### config.mk
export PLATFORM = sky130hd
export DESIGN_NAME = uba_iack_arb
export DESIGN_NICKNAME = d
export VERILOG_FILES = /design/src/rtl/uba_iack_arb.sv
export SDC_FILE = /design/constraint.sdc
export NUM_CORES = 1
export LEC_CHECK = 0
export BUFFER_PORTS_ARGS = -buffer_cell sky130_fd_sc_hd__buf_4
export CORE_MARGIN = 1
export CORE_UTILIZATION = 45
export CTS_BUF_LIST = sky130_fd_sc_hd__clkbuf_2
export CTS_CLUSTER_SIZE = 25
export DETAILED_ROUTE_END_ITERATION = 16
export PLACE_DENSITY = 0.87
export SETUP_SLACK_MARGIN = 0.2
export SLEW_MARGIN = 10
export SYNTH_ARGS = -nofsm -noshare
export SYNTH_HDL_FRONTEND = slang
export SYNTH_SLANG_ARGS = --single-unit
### constraint.sdc
create_clock -name clk -period 2.6 [get_ports clk]
set_input_delay 0.26 -clock clk [delete_from_list [all_inputs] [get_ports clk]]
set_output_delay 0.26 -clock clk [all_outputs]
set_load 0.02 [all_outputs]
### src/rtl/uba_iack_arb.sv
// Interrupt request/acknowledge arbiter for four IO-bridge devices in two PI groups.
// Define UBA_IACK_NXD_EN to answer an unclaimed acknowledge with a zero vector and nxdO.
module uba_iack_arb #(
  parameter logic [3:0] UBANUM = 4'd1,
  parameter logic [8:0] VEC0   = 9'o254,
  parameter logic [8:0] VEC1   = 9'o224,
  parameter logic [8:0] VEC2   = 9'o230,
  parameter logic [8:0] VEC3   = 9'o264
) (
  input  logic        clk,
  input  logic        rst,
  input  logic        devRESET,
  input  logic [3:0]  devIRQ,
  input  logic [2:0]  hiPIA,
  input  logic [2:0]  loPIA,
  input  logic        busIACK,
  input  logic [2:0]  busPI,
  output logic [6:0]  ubaINTR,
  output logic        ackVALID,
  output logic [17:0] ackVECT,
  output logic [3:0]  devIACK,
  output logic        nxdO
);

  localparam int unsigned NUM_LVL = 7;

  typedef enum logic [1:0] {IDLE, ARB, RESP, HOLD} state_t;

  state_t      state, state_nxt;
  logic [2:0]  pi_reg, pi_nxt;
  logic        last_iack;
  logic        hi_req, lo_req;
  logic [3:0]  eligible;
  logic        has_win;
  logic [1:0]  win_idx;
  logic [6:0]  intr_nxt;
  logic        ack_valid_nxt;
  logic [17:0] ack_vect_nxt;
  logic [3:0]  dev_iack_nxt;
  logic        nxd_nxt;

  function automatic logic [8:0] vec_of(input logic [1:0] idx);
    case (idx)
      2'd0:    return VEC0;
      2'd1:    return VEC1;
      2'd2:    return VEC2;
      default: return VEC3;
    endcase
  endfunction

  assign hi_req = devIRQ[0] | devIRQ[1];
  assign lo_req = devIRQ[2] | devIRQ[3];

  // A device is eligible only if its group is programmed to the level being acknowledged.
  assign eligible[0] = devIRQ[0] & (hiPIA == pi_reg) & (pi_reg != 3'd0);
  assign eligible[1] = devIRQ[1] & (hiPIA == pi_reg) & (pi_reg != 3'd0);
  assign eligible[2] = devIRQ[2] & (loPIA == pi_reg) & (pi_reg != 3'd0);
  assign eligible[3] = devIRQ[3] & (loPIA == pi_reg) & (pi_reg != 3'd0);
  assign has_win     = |eligible;

  always_comb begin
    win_idx = 2'd3;
    if (eligible[2]) win_idx = 2'd2;
    if (eligible[1]) win_idx = 2'd1;
    if (eligible[0]) win_idx = 2'd0;
  end

  // Bit k-1 of ubaINTR represents PI level k; a PIA of zero matches no bit.
  always_comb begin
    intr_nxt = '0;
    for (int k = 0; k < int'(NUM_LVL); k++) begin
      intr_nxt[k] = (hi_req & (hiPIA == 3'(k + 1))) | (lo_req & (loPIA == 3'(k + 1)));
    end
  end

  // Response outputs are registered on the ARB->RESP edge so they are visible during RESP.
  always_comb begin
    state_nxt     = state;
    pi_nxt        = pi_reg;
    ack_valid_nxt = 1'b0;
    ack_vect_nxt  = '0;
    dev_iack_nxt  = '0;
    nxd_nxt       = 1'b0;
    case (state)
      IDLE: begin
        if (busIACK && !last_iack) begin
          pi_nxt    = busPI;
          state_nxt = ARB;
        end
      end
      ARB: begin
        if (has_win) begin
          state_nxt     = RESP;
          ack_valid_nxt = 1'b1;
          ack_vect_nxt  = {UBANUM, 5'b0, vec_of(win_idx)};
          dev_iack_nxt  = 4'(4'b0001 << win_idx);
        end else begin
`ifdef UBA_IACK_NXD_EN
          state_nxt     = RESP;
          ack_valid_nxt = 1'b1;
          ack_vect_nxt  = {UBANUM, 14'b0};
          nxd_nxt       = 1'b1;
`else
          state_nxt     = HOLD;
`endif
        end
      end
      RESP: state_nxt = HOLD;
      HOLD: begin
        if (!busIACK) state_nxt = IDLE;
      end
      default: state_nxt = IDLE;
    endcase
    if (devRESET) begin
      state_nxt     = IDLE;
      ack_valid_nxt = 1'b0;
      ack_vect_nxt  = '0;
      dev_iack_nxt  = '0;
      nxd_nxt       = 1'b0;
    end
  end

  // lastIACK resets high so an acknowledge held through reset is not taken as new.
  always_ff @(posedge clk or posedge rst) begin
    if (rst) begin
      state     <= IDLE;
      pi_reg    <= '0;
      last_iack <= 1'b1;
      ubaINTR   <= '0;
      ackVALID  <= 1'b0;
      ackVECT   <= '0;
      devIACK   <= '0;
      nxdO      <= 1'b0;
    end else begin
      state     <= state_nxt;
      pi_reg    <= pi_nxt;
      last_iack <= busIACK;
      ubaINTR   <= devRESET ? 7'b0 : intr_nxt;
      ackVALID  <= ack_valid_nxt;
      ackVECT   <= ack_vect_nxt;
      devIACK   <= dev_iack_nxt;
      nxdO      <= nxd_nxt;
    end
  end

endmodule

==> qor.log <==
INFO  detailed_routing detail_route.vias_per_cell=5.13
INFO  synth          synthDominantAreaCellType=sky130_fd_sc_hd__dfrtp_1
INFO  synth          yosysTopAreaCellShare=0.423
INFO  die            die-area=2980um^2
INFO  synth          synth-main-ff-cell=sky130_fd_sc_hd__dfrtp_1
INFO  clock_network  cts_setup_buffers=0
INFO  placed_design  place.detailed.instances=178
INFO  timing         tns=0ns
INFO  synth          post_synth.cell_area_avg=10.5um^2
INFO  timing         finalWorstSetupSlack=0.529ns
INFO  clock_network  clock-sinks=22
INFO  die            core_area=2540um^2
INFO  final_layout   post-route-cell-area=1520um^2
INFO  synth          synth_sequential_area_ratio=0.444
INFO  global_route   number_of_global_route_vias_before_repair=923
INFO  pwr            leakage=0.785nW
INFO  synth          synthesis.area=1240um^2
INFO  clock_network  cts.repair.resized=0
INFO  clock_network  cts_root_buf=sky130_fd_sc_hd__clkbuf_2
INFO  global_route   grt-ovfl-total=0
INFO  clock_network  cts_buffers=3
INFO  final_layout   design.final.nets=179
INFO  critical_path  path_max_fanout=3
INFO  global_route   grt_pass1_wl=3.93mm
INFO  die            chipWidth=54.5um
INFO  timing         max_clock_freq=483MHz
INFO  die            io-pin-count=48
INFO  clock_network  clock_tree.htree_level_count=1
INFO  placed_design  placedInstanceArea=1460um^2
INFO  clock_network  clk-insertion-delay-late=0.33ns
INFO  clock_network  clk_path_buf_depth=2
INFO  critical_path  critPathKind=flop to flop
INFO  final_layout   flow.area_growth_from_synthesis=22.3%
INFO  die            die_h=54.5um
INFO  timing         maximum_clock_skew_at_final_layout=0.00627ns
INFO  timing         worst_hold_slack=0.0448ns
INFO  detailed_routing initialDrtViolationCount=22
INFO  synth          synth-async-reset-ratio=1.00
INFO  global_route   grt_antenna_before_repair=0
INFO  critical_path  critical_path.slowest_cell=sky130_fd_sc_hd__or4_4
INFO  pwr            worst_ir_drop_vdd=0.556mV
INFO  final_layout   max_flop_register=ubaINTR
INFO  synth          syn-instance-count=118
INFO  clock_network  cts_hold_repair.buffers=0
INFO  final_layout   number_of_flip_flops_in_the_largest_register=7
INFO  critical_path  endpoint_kind=flop
INFO  job            max_cap_viol_count=0
INFO  synth          synth_area_leaders=sky130_fd_sc_hd__dfrtp_1 (42%), sky130_fd_sc_hd__buf_4 (9.1%), sky130_fd_sc_hd__ha_1 (8.1%), sky130_fd_sc_hd__xor2_1 (4.2%), sky130_fd_sc_hd__nor2_1 (3.6%)
INFO  final_layout   diodes=0
INFO  timing         rsz0062_at_grt=false
INFO  detailed_routing drt_first_pass_iters=4
INFO  die            num_rows=18
INFO  timing         tightestPinTransition=0.809ns
INFO  global_route   maximum_number_of_pins_on_one_net_before_global_route_repair=23
INFO  detailed_routing via_count=939
INFO  critical_path  worstPathCellList=xor2_1, or4_4, o211ai_1, and2_1, ha_1, nor3b_1
INFO  synth          synth_cell_types=32
INFO  timing         timing.final.crit_period=2.07ns
INFO  detailed_routing wl_per_cell=12.5um
INFO  clock_network  clkTransAtPathRegs=0.21ns
INFO  placed_design  dpl.hpwl=1.77mm
INFO  final_layout   drive_above_1_share=0.301
INFO  timing         ratio_of_final_minimum_period_to_clock_period=0.796
INFO  min_path       worst_hold_path_type=primary input to asynchronous set/reset pin
INFO  clock_network  cts_tree=yes
INFO  final_layout   fill_cells=227
INFO  critical_path  worst-endpoint-arrival=2.30ns
INFO  detailed_routing antenna_left=0
INFO  critical_path  timing.critical_path.from_type=flop
INFO  placed_design  gp_routability_congestion=0.922
INFO  final_layout   fin_cells=183
INFO  synth          yosys_warnings=0
INFO  detailed_routing drc=0
INFO  detailed_routing routed_wl=2.28mm
INFO  timing         rel_slew_slack=0.460
INFO  critical_path  crit_required=2.83ns
INFO  die            start_util=0.488
INFO  critical_path  slowest_delay=0.55ns
INFO  pwr            totalPowerFinal=1.09mW
INFO  timing         setup_viol=0
INFO  timing         maxSlewViolCount=0
INFO  synth          synth_edf_count=0
INFO  global_route   global_route.usage.total=0.189
INFO  outcome        outcome=finished, final reports clean
INFO  placed_design  dp_slack=0.540ns
INFO  pwr            power_density=717nW/um^2
INFO  timing         timing_hold_violations_final=0
INFO  synth          synth.ff_latch_count=22
INFO  final_layout   fin_util=0.597
INFO  final_layout   top_regs=ubaINTR: 7 flops, ackVECT: 5 flops, devIACK: 4 flops
INFO  placed_design  port_buffers=34
==> layout by cell type (no fill, tap or decap), drive strengths merged, types with 4 or more instances in the layout <==
| cell type | netlist | layout |
|---|---|---|
| ha | 8 | 8 |
| nor3b | 4 | 4 |
| buf | 15 | 34 |
| nand2 | 5 | 5 |
| nand2b | 5 | 5 |
| nor2 | 12 | 12 |
| dfrtp | 21 | 21 |
| conb | 1 | 13 |
| inv | 6 | 6 |
| nor3 | 5 | 5 |
| xor2 | 6 | 6 |
==> worst max-delay path, delay by kind of cell, from the launching register on <==
kind	cells	cell delay, ns
DFF	1	0.46
xor gates and xnor gates	1	0.16
AOI/OAI and AO/OA	1	0.23
adders and majority gates	1	0.23
and+or+nand+nor	3	0.88
==> cell families after synthesis <==
| group | count (synthesis) | synth area share |
|---|---|---|
| other | 1 | 0.00302 |
| flip-flops | 22 | 0.444 |
| AND/OR/NAND/NOR | 40 | 0.177 |
| AO/OA/AOI/OAI | 15 | 0.106 |
| XOR/XNOR | 6 | 0.0423 |
| buffers and inverters | 22 | 0.112 |
| multiplexers | 4 | 0.0352 |
| adder cells (fa/ha/maj) | 8 | 0.0806 |
==> final timing paths <==
check / to / slack [ns] / start / depth (start not counted)
max: ackVECT[5] / 0.53 / pi_reg[0] / 6
min: ackVECT[3] / 0.04 / rst / 2
max reg2reg: ackVECT[5] / 0.53 / pi_reg[0] / 6
min reg2reg: pi_reg[0] / 0.61 / pi_reg[0] / 1
max in group asynchronous: ackVECT[7] / 2.06 / rst / 2
min in group clk: pi_reg[2] / 0.14 / busPI[2] / 2
==> report_power, final <==
group / switching [mW] / internal [mW] / total (mW)
Sequential: 0.0474 / 0.391 / 0.439
Clock: 0.107 / 0.133 / 0.240
Combinational: 0.227 / 0.184 / 0.411
==> cell type report <==
| type | count | area [um^2] | share of cell area |
|---|---|---|---|
| Multi-Input combinational cell | 86 | 597 | 0.393 |
| Sequential cell | 22 | 552 | 0.363 |
| Timing Repair Buffer | 35 | 265 | 0.175 |
| Tap cell | 30 | 37.5 | 0.0247 |
| Clock inverter | 1 | 30.0 | 0.0198 |
| Inverter | 6 | 22.5 | 0.0148 |
| Clock buffer | 3 | 15.0 | 0.00988 |
==> metal layers <==
layer | vias up | share of wire | track usage
met2 | 41 | 0.52 | 0.348
met3 | 2 | 0.067 | 0.0500
li1 | 449 | - | -
met4 | 0 | 0.011 | 0.0726
met1 | 447 | 0.40 | 0.203
met5 | - | 0 | 0
==> synth_stat cells, drive strengths merged, types with 2 or more instances <==
cell type and count:
o32a 3, a211oi 2, nand2 5, inv 6, o22a 3, nor3 5
and3 2, o21ai 2, nand2b 5, ha 8, nor2 12, nor4 2
nor3b 4, xor2 6, dfrtp 21, mux2 3, buf 15
Note: power is estimated with default switching activity, not from simulation.
